==> src/rtl/uv_double_counter.sv <==
// uv_double_counter: row-major 2-D index scanner over a BLOCK_SIZE x BLOCK_SIZE
// grid. v is the inner (column) index and u the outer (row) index. The scan
// saturates on the final position and reports it on done.
//
// Ports:
//   clk     - single clock, all state updates on its rising edge
//   rst     - asynchronous active-high reset, forces (u,v) = (0,0)
//   restart - synchronous return to (0,0); has priority over go
//   go      - advance the scan by one position this cycle
//   u       - outer (row) index, registered
//   v       - inner (column) index, registered
//   done    - high while (u,v) sits on (N-1,N-1); pure decode of u and v
//
// Contains uv_en_reg, the reusable enabled register that holds u and v.

// uv_en_reg: WIDTH-bit register with clock enable and an asynchronous reset
// that loads a caller-supplied reset value.
//
// Ports:
//   clk     - clock
//   rst     - asynchronous active-high reset, Q <= rst_val
//   en      - load enable, Q <= D on the rising edge when high
//   rst_val - value loaded while rst is asserted
//   D       - data in
//   Q       - data out
module uv_en_reg #(
    parameter int unsigned WIDTH = 8
) (
    input  logic             clk,
    input  logic             rst,
    input  logic             en,
    input  logic [WIDTH-1:0] rst_val,
    input  logic [WIDTH-1:0] D,
    output logic [WIDTH-1:0] Q
);

    always_ff @(posedge clk or posedge rst) begin
        if (rst) begin
            Q <= rst_val;
        end else if (en) begin
            Q <= D;
        end
    end

endmodule

module uv_double_counter #(
    parameter int unsigned BLOCK_SIZE = 8,  // power of two, 2..256
    parameter int unsigned IDX_W      = 3   // log2(BLOCK_SIZE)
) (
    input  logic             clk,
    input  logic             rst,
    input  logic             restart,
    input  logic             go,
    output logic [IDX_W-1:0] u,
    output logic [IDX_W-1:0] v,
    output logic             done
);

    localparam logic [IDX_W-1:0] LAST = IDX_W'(BLOCK_SIZE - 1);

    logic [IDX_W-1:0] u_next;
    logic [IDX_W-1:0] v_next;
    logic             u_en;
    logic             v_en;
    logic             u_last;
    logic             v_last;

    assign u_last = (u == LAST);
    assign v_last = (v == LAST);

    // Next-position logic. Each index register is only enabled when its value
    // actually changes; at the final position neither is enabled, which gives
    // saturation rather than wrap-around.
    always_comb begin
        u_next = u;
        v_next = v;
        u_en   = 1'b0;
        v_en   = 1'b0;
        if (restart) begin
            u_next = '0;
            v_next = '0;
            u_en   = 1'b1;
            v_en   = 1'b1;
        end else if (go) begin
            if (!v_last) begin
                v_next = v + 1'b1;
                v_en   = 1'b1;
            end else if (!u_last) begin
                v_next = '0;
                u_next = u + 1'b1;
                v_en   = 1'b1;
                u_en   = 1'b1;
            end
        end
    end

    uv_en_reg #(
        .WIDTH (IDX_W)
    ) u_reg (
        .clk     (clk),
        .rst     (rst),
        .en      (u_en),
        .rst_val ('0),
        .D       (u_next),
        .Q       (u)
    );

    uv_en_reg #(
        .WIDTH (IDX_W)
    ) v_reg (
        .clk     (clk),
        .rst     (rst),
        .en      (v_en),
        .rst_val ('0),
        .D       (v_next),
        .Q       (v)
    );

    assign done = u_last && v_last;

endmodule

==> config.mk <==
export PLATFORM = sky130hd
export DESIGN_NAME = uv_double_counter
export DESIGN_NICKNAME = d
export VERILOG_FILES = /design/src/rtl/uv_double_counter.sv
export SDC_FILE = /design/constraint.sdc
export NUM_CORES = 1
export LEC_CHECK = 0
export ABC_AREA = 1
export CAP_MARGIN = 40
export CORE_AREA = 3 3 40 42
export DETAILED_ROUTE_END_ITERATION = 8
export DIE_AREA = 0 0 43 45
export GPL_ROUTABILITY_DRIVEN = 0
export GPL_TIMING_DRIVEN = 0
export SETUP_SLACK_MARGIN = 0.2
export SYNTH_ARGS = -nofsm -noshare
export SYNTH_HDL_FRONTEND = slang
export SYNTH_SLANG_ARGS = --single-unit
export TNS_END_PERCENT = 20
==> constraint.sdc <==
create_clock -name clk -period 2.7 [get_ports clk]
set_clock_uncertainty 0.2 [all_clocks]
set_input_delay 0.54 -clock clk [delete_from_list [all_inputs] [get_ports clk]]
set_output_delay 0.54 -clock clk [all_outputs]
set_load 0.01 [all_outputs]
Yosys cells after proc, flatten, opt, wreduce, memory -nomap -nowiden
Index checks and enable logic that the tools add are counted.
Word-level totals
  bits in registers: 6
  input bits: 4
  output and inout bits: 7
  word-level logic and storage cells: 28
Operators by class
  add/sub/neg operators: 2
  eq/ne operators: 4
  mux-type cells: 15
  reduce and logical (&&, ||, !) cells: 5
Operator list (number)
  3-bit two-way mux: 8
  1-bit two-way mux: 7
  3-bit by 1-bit adder with 3-bit output, second input constant: 2
  3-bit equality test, second input constant: 2
  4-bit AND reduction: 1
  2-bit nonzero test: 2
  3-bit != test, second input constant: 1
  3-bit AND reduction: 1
  2-bit != test, second input constant: 1
  1-bit logical AND: 1

Depth between registers and ports, before layout
Gate-level depths: netlist of run 1.
  word-level depth: 6
  gate-level depth with buffers: 7
  mapped depth without buffers: 7

Worst setup path before layout of run 1
No wires, ideal clock.
  kind: register -> output
  start: register v_reg.Q[0]
  end: output port done
  arrival: 1.018 ns
  setup slack: 0.942 ns
  stages on the path, launching flop included: 5
  buffers on the path: 0
  path through: dfrtp_1 > ha_1 > ha_1 > nand2_2 > inv_1
Between the ends
  cells in the longest elaborated chain, start to end: 2
Ends and longest elaborated chain
  from (decl): RTL line 34  | output logic [WIDTH-1:0] Q
  from (signal assigned): RTL line 39  | Q <= rst_val;
  3-bit equality test: RTL line 70  | assign v_last = (v == LAST);
  1-bit logical AND: RTL line 120  | assign done = u_last && v_last;
  to (decl): RTL line 57  | output logic done
Every way passes these cells.

Final worst setup path of run 1
  start: register u_reg.Q[0]
  end: output port done
Between the ends
  cells in the longest elaborated chain, start to end: 2
Ends and longest elaborated chain
  from (decl): RTL line 34
  from (signal assigned): RTL line 39
  3-bit equality test: RTL line 69  | assign u_last = (u == LAST);
  1-bit logical AND: RTL line 120
Every way passes these cells.

==> flow_summary.toml, run 1 <==
[global_route]
grt_pass1_wl_mm = 1.28
grt_antenna_before_repair = 0
grt_max_degree = 10
grt_usage_pct = 9.65
grt_pass1_vias = 299
overflow = 0

[clock_tree]
clk_pin_slew_worst_paths_ns = 0.05
cts.sinks = 6
tritoncts = "done"
htreeDepth = 1
clock_tree.buffer_depth = 2
clkLatencyLatePin_ns = 0.25
cts_root_buf = "clkbuf_4"
cts_buffers = 3

[detailed_routing]
vias = 326
routed_wl_um = 787
drcViolationCount = 0
dr.pass1.iters = 2
wire_per_inst_um = 10.9
vias_per_cell = 4.53
drt.antenna.violating_nets = 0
drt_iter0_markers = 4

[finish]
n_fill_cell = 148
syn_to_final_growth_pct = 47.1
fin_area_sq_um = 512
final_nets = 67
final_core_util_pct = 39.8
antenna_cells = 0
drive_gt1_share_pct = 14.0
fin_cells = 72
multi_input_area_sq_um = 188
regArea_sq_um = 150

[worst_setup_path]
critPathKind = "register to primary output"
crit_chain = "ha_1 -> ha_1 -> nand2_2 -> inv_1 -> dlymetal6s2s_1"
cp.required_ns = 1.96
startpoint = "u_reg.Q[0]"
cpMostUsedCell = "ha_1"
end_kind = "primary output"
max_stage_delay_ns = 0.40
crit_fanout = 5
critPathArrivalTime_ns = 1.39
r2r-start = "u_reg.Q[0]"
regToRegSetupSlack_ns = 1.20
slowest_stage = "dfrtp_1"
critPathLaunchType = "register"

[placed_design]
placed_cell_area_sq_um = 467
dp_hpwl_um = 558
io_buffers = 10
dp_cells = 68

[synthesis]
synthCells = 43
synth_top_family_by_area = "simple AND/OR/NAND/NOR gates"
synth.area.top_cells = "dfrtp_1 (43%), ha_1 (14%), nand2_1 (12%)"
yosysTopAreaCell = "dfrtp_1"
synthAdderAreaFrac_pct = 14.4
synth-seq-area-share_pct = 43.2
syn_area_sq_um = 348
synth_common_cells = "nand2_1 (11), dfrtp_1 (6), nand3_1 (6)"
synth-seq-cells = 6
synth_compound_area_share_pct = 0
synth_xor_area_share_pct = 0
synth_mux_area_share_pct = 0
synth_edf_count = 0
synth_flop_cell = "dfrtp_1"
async_reset_ff_share_pct = 100
yosysTopAreaCellShare_pct = 43.2
yosys.area_share.simple_pct = 36.0
syn-num-nets = 51
yosys_warnings = 0
ys_types = 10
avgSynthCellArea_sq_um = 8.09
yosysMostFrequentCell = "nand2_1"

[min_path]
hold_class = "input pin to async pin"

[floorplan]
num_rows = 13
die_area_sq_um = 1940
start_util_pct = 27.1
chipWidth_um = 43
dieHeight_um = 45
num_io_pins = 11
core-area_sq_um = 1280

[job]
cap_viol_max_count = 0

[sta]
fin_crit_sh_pct = 79.0
post-route-min-period_ns = 2.13
fmax_ghz = 0.469
slew_headroom_pct = 83.3
rsz0062_at_grt = "no"
tightest_slew_ns = 0.250
fin_tns_setup_ns = 0
hold_viol = 0
final-max-slew-violation-count = 0
finalSetupViolCount = 0

[power_and_ir_drop]
pwr_density_cell_nw_per_um2 = 472
vdd_drop_max_mv = 0.272
total_power_w = 0.000241
leakage_nw = 0.287

[run_status]
outcome = "complete, no violations"
worst max-delay path, delay by kind of cell, from the launching register on:
family / cells / cell delay, ns
and+or+nand+nor: 1 / 0.12
buffers and inverters: 2 / 0.21
adders and majority gates: 2 / 0.42
DFF: 1 / 0.40
worst paths after layout:
check                              to  cells past startpoint
hold reg to reg            u_reg.Q[1]                      2
min in group clk           u_reg.Q[1]                      2
hold / removal             v_reg.Q[1]                      2
setup reg to reg           v_reg.Q[0]                      6
max in group asynchronous  u_reg.Q[0]                      2
setup / recovery                 done                      5
cell usage in the layout (no fill, tap or decap):
master | netlist | layout
nand2_1 | 11 | 11
buf_4 | 0 | 1
clkdlybuf4s50_1 | 0 | 9
ha_4 | 0 | 1
inv_1 | 5 | 5
nand3_2 | 1 | 1
nand2_2 | 1 | 1
nor2_1 | 5 | 5
dfrtp_1 | 6 | 6
nand3_1 | 6 | 6
ha_1 | 4 | 3
inv_2 | 1 | 1
nand4_1 | 3 | 3
clkbuf_4 | 0 | 3
dlymetal6s2s_1 | 0 | 1
logic make-up after synthesis:
kind of cell	count (synthesis)
adder cells (fa/ha/maj)	4
flip-flops	6
AND/OR/NAND/NOR	27
buffers and inverters	6
final cells by class:
class	instances	share of cell area [%]
clock buffers	3	4.40
inverters	6	4.40
multi-input cells	31	36.7
flip-flops and latches	6	29.3
well taps	15	3.67
repair buffers	11	21.5
power by group:
group	switching (W)	internal, W
registers	0.00000715	0.0000981
logic	0.0000249	0.0000278
clock network	0.0000331	0.0000503
total	0.0000651	0.000176
sequential cells by signal (all words and copies together), names as in the netlist:
name and flops:
u_reg.Q 3, v_reg.Q 3
per-stage QoR:
step                      worst slack, ns  hold slack [ns]
after global routing                0.482            0.321
after global placement              0.492            0.317
after floorplan                     0.942            0.131
after CTS                           0.202            0.307
after detailed placement            0.477            0.334
final                               0.568            0.307
what timing repair did:
action,in CTS,in global routing
setup endpoints to repair,0,1
hold buffers,0,0
endpoints found under the hold margin,0,0
resized for setup,0,3
setup buffers,0,1
metal layers:
metal  GRT usage (%)  part of all wire [%]
met4            7.23                   1.8
met2            12.0                    42
met1            11.8                    51
met5               0                     0
met3            5.98                   5.5
No activity file was read; power rests on OpenSTA's default activity.
==> run 2, diff against run 1 <==
==> constraint.sdc (replaced) <==
create_clock -name clk -period 1.95 [get_ports clk]
set_clock_uncertainty 0.2 [all_clocks]
set_input_delay 0.39 -clock clk [delete_from_list [all_inputs] [get_ports clk]]
set_output_delay 0.39 -clock clk [all_outputs]
set_load 0.01 [all_outputs]
==> flow_summary.toml, run 2 (same netlist as run 1, synthesis figures left out) <==
[run_status]
outcome = "complete, no violations"

[clock_tree]
cts.sinks = 6
clock_tree.buffer_depth = 2
clk_pin_slew_worst_paths_ns = 0.05
cts_root_buf = "clkbuf_4"
cts_buffers = 3
clkLatencyLatePin_ns = 0.25
htreeDepth = 1
tritoncts = "done"
hold_buffers = 0

[finish]
final_common_cell = "nand2_1"
final_core_util_pct = 43.4
syn_to_final_growth_pct = 60.4
final_nets = 71
antenna_cells = 0
layout_common_cells = "nand2_1 (11), clkdlybuf4s50_1 (7), nand3_1 (6), dfrtp_1 (6)"
largest_registers = "u_reg.Q: 3 flops, v_reg.Q: 3 flops"
drive_gt1_share_pct = 26.2

[sta]
hold_viol = 0
fin_ws_ns = 0.114
post-route-min-period_ns = 1.84
fin_crit_sh_pct = 94.1
final-max-slew-violation-count = 0
tightest_slew_ns = 0.250
rsz0062_at_grt = "yes"
fin_tns_setup_ns = 0
finalSetupViolCount = 0
fmax_ghz = 0.545
slew_headroom_pct = 83.3

[power_and_ir_drop]
combPwrFrac_pct = 25.2
vdd_drop_max_mv = 0.368
power_frac_seq_pct = 41.4
p_sw_w = 0.0000958
swShare_pct = 27.5
pwr_density_cell_nw_per_um2 = 624
clkPwrFrac_pct = 33.5
internal_power_w = 0.000252
leakage_nw = 0.318

[placed_design]
io_buffers = 10
dp_hpwl_um = 558
pre_cts_ws_ns = -0.123

[worst_setup_path]
r2r_end = "u_reg.Q[0]"
slowest_stage = "clkdlybuf4s50_1"
critPathKind = "register to primary output"
cp.required_ns = 1.36
regToRegSetupSlack_ns = 0.42
max_stage_delay_ns = 0.53
r2r-start = "v_reg.Q[1]"
critPathBufInv = 2
reg2reg_depth = 7
critPathLaunchType = "register"
end_kind = "primary output"
crit_fanout = 3
crit_chain = "buf_4 -> clkdlybuf4s50_1"
critPathTopFamily = "buffers and inverters"
critPathArrivalTime_ns = 1.25

[floorplan]
dieHeight_um = 45
num_io_pins = 11
chipWidth_um = 43
core-area_sq_um = 1280
die_area_sq_um = 1940
start_util_pct = 27.1
num_rows = 13

[detailed_routing]
dr.pass1.iters = 4
vias_per_cell = 4.79
routed_wl_um = 889
drt_iter0_markers = 5
drt.antenna.violating_nets = 0
vias = 364
wire_per_inst_um = 11.7
drcViolationCount = 0

[global_route]
grt_usage_pct = 11.2
grt_antenna_before_repair = 0
grt_pass1_vias = 339
overflow = 0
grt_max_degree = 10
grt_pass1_wl_mm = 1.50

[min_path]
hold_class = "input pin to async pin"

[job]
cap_viol_max_count = 0
[run 2: cell count changes in the layout (fill, tap and decap cells not counted)]
cell / before / now
buf_4: 1 / 5
ha_1: 3 / 0
clkdlybuf4s50_1: 9 / 7
ha_2: 0 / 2
buf_2: 0 / 1
dlygate4sd2_1: 0 / 1
ha_4: 1 / 2
nand2_2: 1 / 0
nand2_4: 0 / 1
[run 2: area by class of cell]
| class | count | area, sq um |
|---|---|---|
| Inverter | 6 | 22.5 |
| Clock buffer | 3 | 22.5 |
| Tap cell | 15 | 18.8 |
| Sequential cell | 6 | 150 |
| Fill cell | 146 | 727 |
| Timing Repair Buffer | 15 | 134 |
| Multi-Input combinational cell | 31 | 210 |
[run 2: metal layers]
layer / wire [um] / vias up / share of wire, % / GRT usage, %
met5: 0 / - / 0 / 0
met4: 14 / 0 / 1.6 / 7.23
met3: 59 / 2 / 6.6 / 5.98
met2: 402 / 11 / 45 / 16.2
met1: 412 / 170 / 46 / 13.1
li1: - / 181 / - / -
[run 2: worst max-delay path by stage]
stage	from	end	depth (start not counted)
after global routing	u_reg.Q[1]	done	5
after global placement	v_reg.Q[0]	done	5
after floorplan	v_reg.Q[0]	done	4
after detailed placement	v_reg.Q[0]	done	5
after CTS	v_reg.Q[0]	v[0]	2
final	u_reg.Q[0]	u[0]	2
[run 2: stage by stage]
stage                     area [sq um]  std cells  hold slack (ns)  power, W
final                              558         76            0.155  0.000348
after global routing               558         76            0.171  0.000373
after CTS                          556         76            0.157  0.000352
after detailed placement           467         68            0.334  0.000217
after global placement             467         68            0.317  0.000216
after floorplan                    348         43          -0.0190  0.000180
[run 2: what timing repair did]
action                                  4_1_cts  5_1_grt
pin swaps                                     2        0
buffers inserted                              5        0
gates resized for setup                      12        1
endpoints found under the setup margin        7        6
[run 2: power by group through the flow]
stage           logic, W  clock network (W)  registers [W]
3_3_place_gp   0.0000685                  0       0.000147
2_1_floorplan  0.0000281                  0       0.000151
5_1_grt        0.0000998           0.000128       0.000146
3_5_place_dp   0.0000695                  0       0.000148
6_report       0.0000877           0.000117       0.000144
4_1_cts        0.0000869           0.000121       0.000144
==> run 3, diff against run 2 <==
--- a/config.mk
+++ b/config.mk
@@ -8,10 +8,12 @@
 export ABC_AREA = 1
 export CAP_MARGIN = 40
 export CORE_AREA = 3 3 40 42
+export CTS_BUF_LIST = sky130_fd_sc_hd__clkbuf_4 sky130_fd_sc_hd__clkbuf_8
 export DETAILED_ROUTE_END_ITERATION = 8
 export DIE_AREA = 0 0 43 45
 export GPL_ROUTABILITY_DRIVEN = 0
 export GPL_TIMING_DRIVEN = 0
+export PLACE_DENSITY_LB_ADDON = 0.05
 export SETUP_SLACK_MARGIN = 0.2
 export SYNTH_ARGS = -nofsm -noshare
 export SYNTH_HDL_FRONTEND = slang
==> flow_summary.toml, run 3 (same netlist as run 1, synthesis figures left out) <==
[run_status]
outcome = "complete, no violations"

[placed_design]
dp_hpwl_um = 634
io_buffers = 10
placed_cell_area_sq_um = 467

[global_route]
overflow = 0
grt_max_degree = 10
grt_pass1_wl_mm = 1.40
grt_usage_pct = 10.5
grt_pass1_vias = 349
grt_antenna_before_repair = 0

[finish]
fin_area_sq_um = 543
final_common_cell = "nand2_1"
layout_common_cells = "nand2_1 (11), clkdlybuf4s50_1 (7), nand3_1 (6), dfrtp_1 (6)"
final_nets = 71
final_core_util_pct = 42.3
drive_gt1_share_pct = 26.2
largest_registers = "u_reg.Q: 3 flops, v_reg.Q: 3 flops"
antenna_cells = 0
syn_to_final_growth_pct = 56.1
n_fill_cell = 146

[floorplan]
dieHeight_um = 45
chipWidth_um = 43
die_area_sq_um = 1940
start_util_pct = 27.1
core-area_sq_um = 1280
num_rows = 13
num_io_pins = 11

[sta]
hold_slack_ns = 0.171
tightest_slew_ns = 0.251
fin_crit_sh_pct = 93.3
final-max-slew-violation-count = 0
fmax_ghz = 0.550
finalSetupViolCount = 0
hold_viol = 0
post-route-min-period_ns = 1.82
slew_headroom_pct = 83.2
fin_tns_setup_ns = 0
rsz0062_at_grt = "yes"

[detailed_routing]
dr.pass1.iters = 2
drt_iter0_markers = 1
vias_per_cell = 4.66
routed_wl_um = 850
drt.antenna.violating_nets = 0
wire_per_inst_um = 11.2
vias = 354
drcViolationCount = 0

[clock_tree]
clk_pin_slew_worst_paths_ns = 0.05
htreeDepth = 1
cts_buffers = 3
clkLatencyLatePin_ns = 0.24
cts.sinks = 6
cts_root_buf = "clkbuf_4"
clock_tree.buffer_depth = 2
tritoncts = "done"

[worst_setup_path]
reg2reg_depth = 7
end_kind = "primary output"
cp.required_ns = 1.36
slowest_stage = "clkdlybuf4s50_1"
max_stage_delay_ns = 0.52
critPathArrivalTime_ns = 1.23
r2r_end = "u_reg.Q[0]"
r2r-start = "v_reg.Q[1]"
critPathLaunchType = "register"
crit_chain = "buf_4 -> clkdlybuf4s50_1"
regToRegSetupSlack_ns = 0.45
critPathKind = "register to primary output"
crit_fanout = 2

[power_and_ir_drop]
leakage_nw = 0.300
total_power_w = 0.000338
pwr_density_cell_nw_per_um2 = 623
vdd_drop_max_mv = 0.303

[min_path]
hold_class = "input pin to async pin"

[job]
cap_viol_max_count = 0
run 3: cell type report:
type,instances,area (sq um),area share (%)
clock buffer,3,22.5,4.15
timing repair buffer,15,134,24.7
tap,15,18.8,3.46
inverter,6,22.5,4.15
multi-input combinational,31,195,35.9
sequential,6,150,27.6
run 3: through the flow:
| stage | setup WS (ns) | instances |
|---|---|---|
| 2_1_floorplan | 0.342 | 43 |
| 6_report | 0.131 | 76 |
| 5_1_grt | 0.0914 | 76 |
| 3_5_place_dp | -0.118 | 68 |
| 3_3_place_gp | -0.113 | 68 |
| 4_1_cts | 0.113 | 76 |
run 3: how the worst max path moves through the flow:
| stage | startpoint | cells after the start | endpoint |
|---|---|---|---|
| global route | u_reg.Q[0] | 5 | done |
| global placement | v_reg.Q[0] | 5 | done |
| detailed placement | v_reg.Q[0] | 5 | done |
| CTS | v_reg.Q[0] | 2 | v[0] |
| floorplan | v_reg.Q[0] | 4 | done |
| finish | v_reg.Q[1] | 2 | v[1] |
run 3: what timing repair did:
action / in CTS / in global routing
pin swaps: 2 / 0
endpoints found under the hold margin: 0 / 0
setup endpoints to repair: 7 / 6
resized for setup: 10 / 1
buffers inserted: 5 / 0
cloned: 0 / 0
hold buffers: 0 / 0
run 3: power breakdown:
part           internal [W]   total, W  leakage [nW]  switching [W]
sequential         0.000136   0.000145        0.0801     0.00000908
clock             0.0000696   0.000114        0.0138      0.0000446
combinational     0.0000418  0.0000791         0.206      0.0000373
total              0.000247   0.000338         0.300      0.0000909
run 3: critical path: cells and delay by family (launching register included):
| family | cells | cell delay [ns] |
|---|---|---|
| buffers and inverters | 2 | 0.64 |
| DFF | 1 | 0.36 |
run 3: layer usage:
layer | up-vias | GRT usage [%] | share of wire [%]
met5 | - | 0 | 0
met4 | 0 | 9.04 | 0.47
met3 | 2 | 2.39 | 6.4
met2 | 9 | 18.3 | 52
met1 | 164 | 10.5 | 41
li1 | 179 | - | -
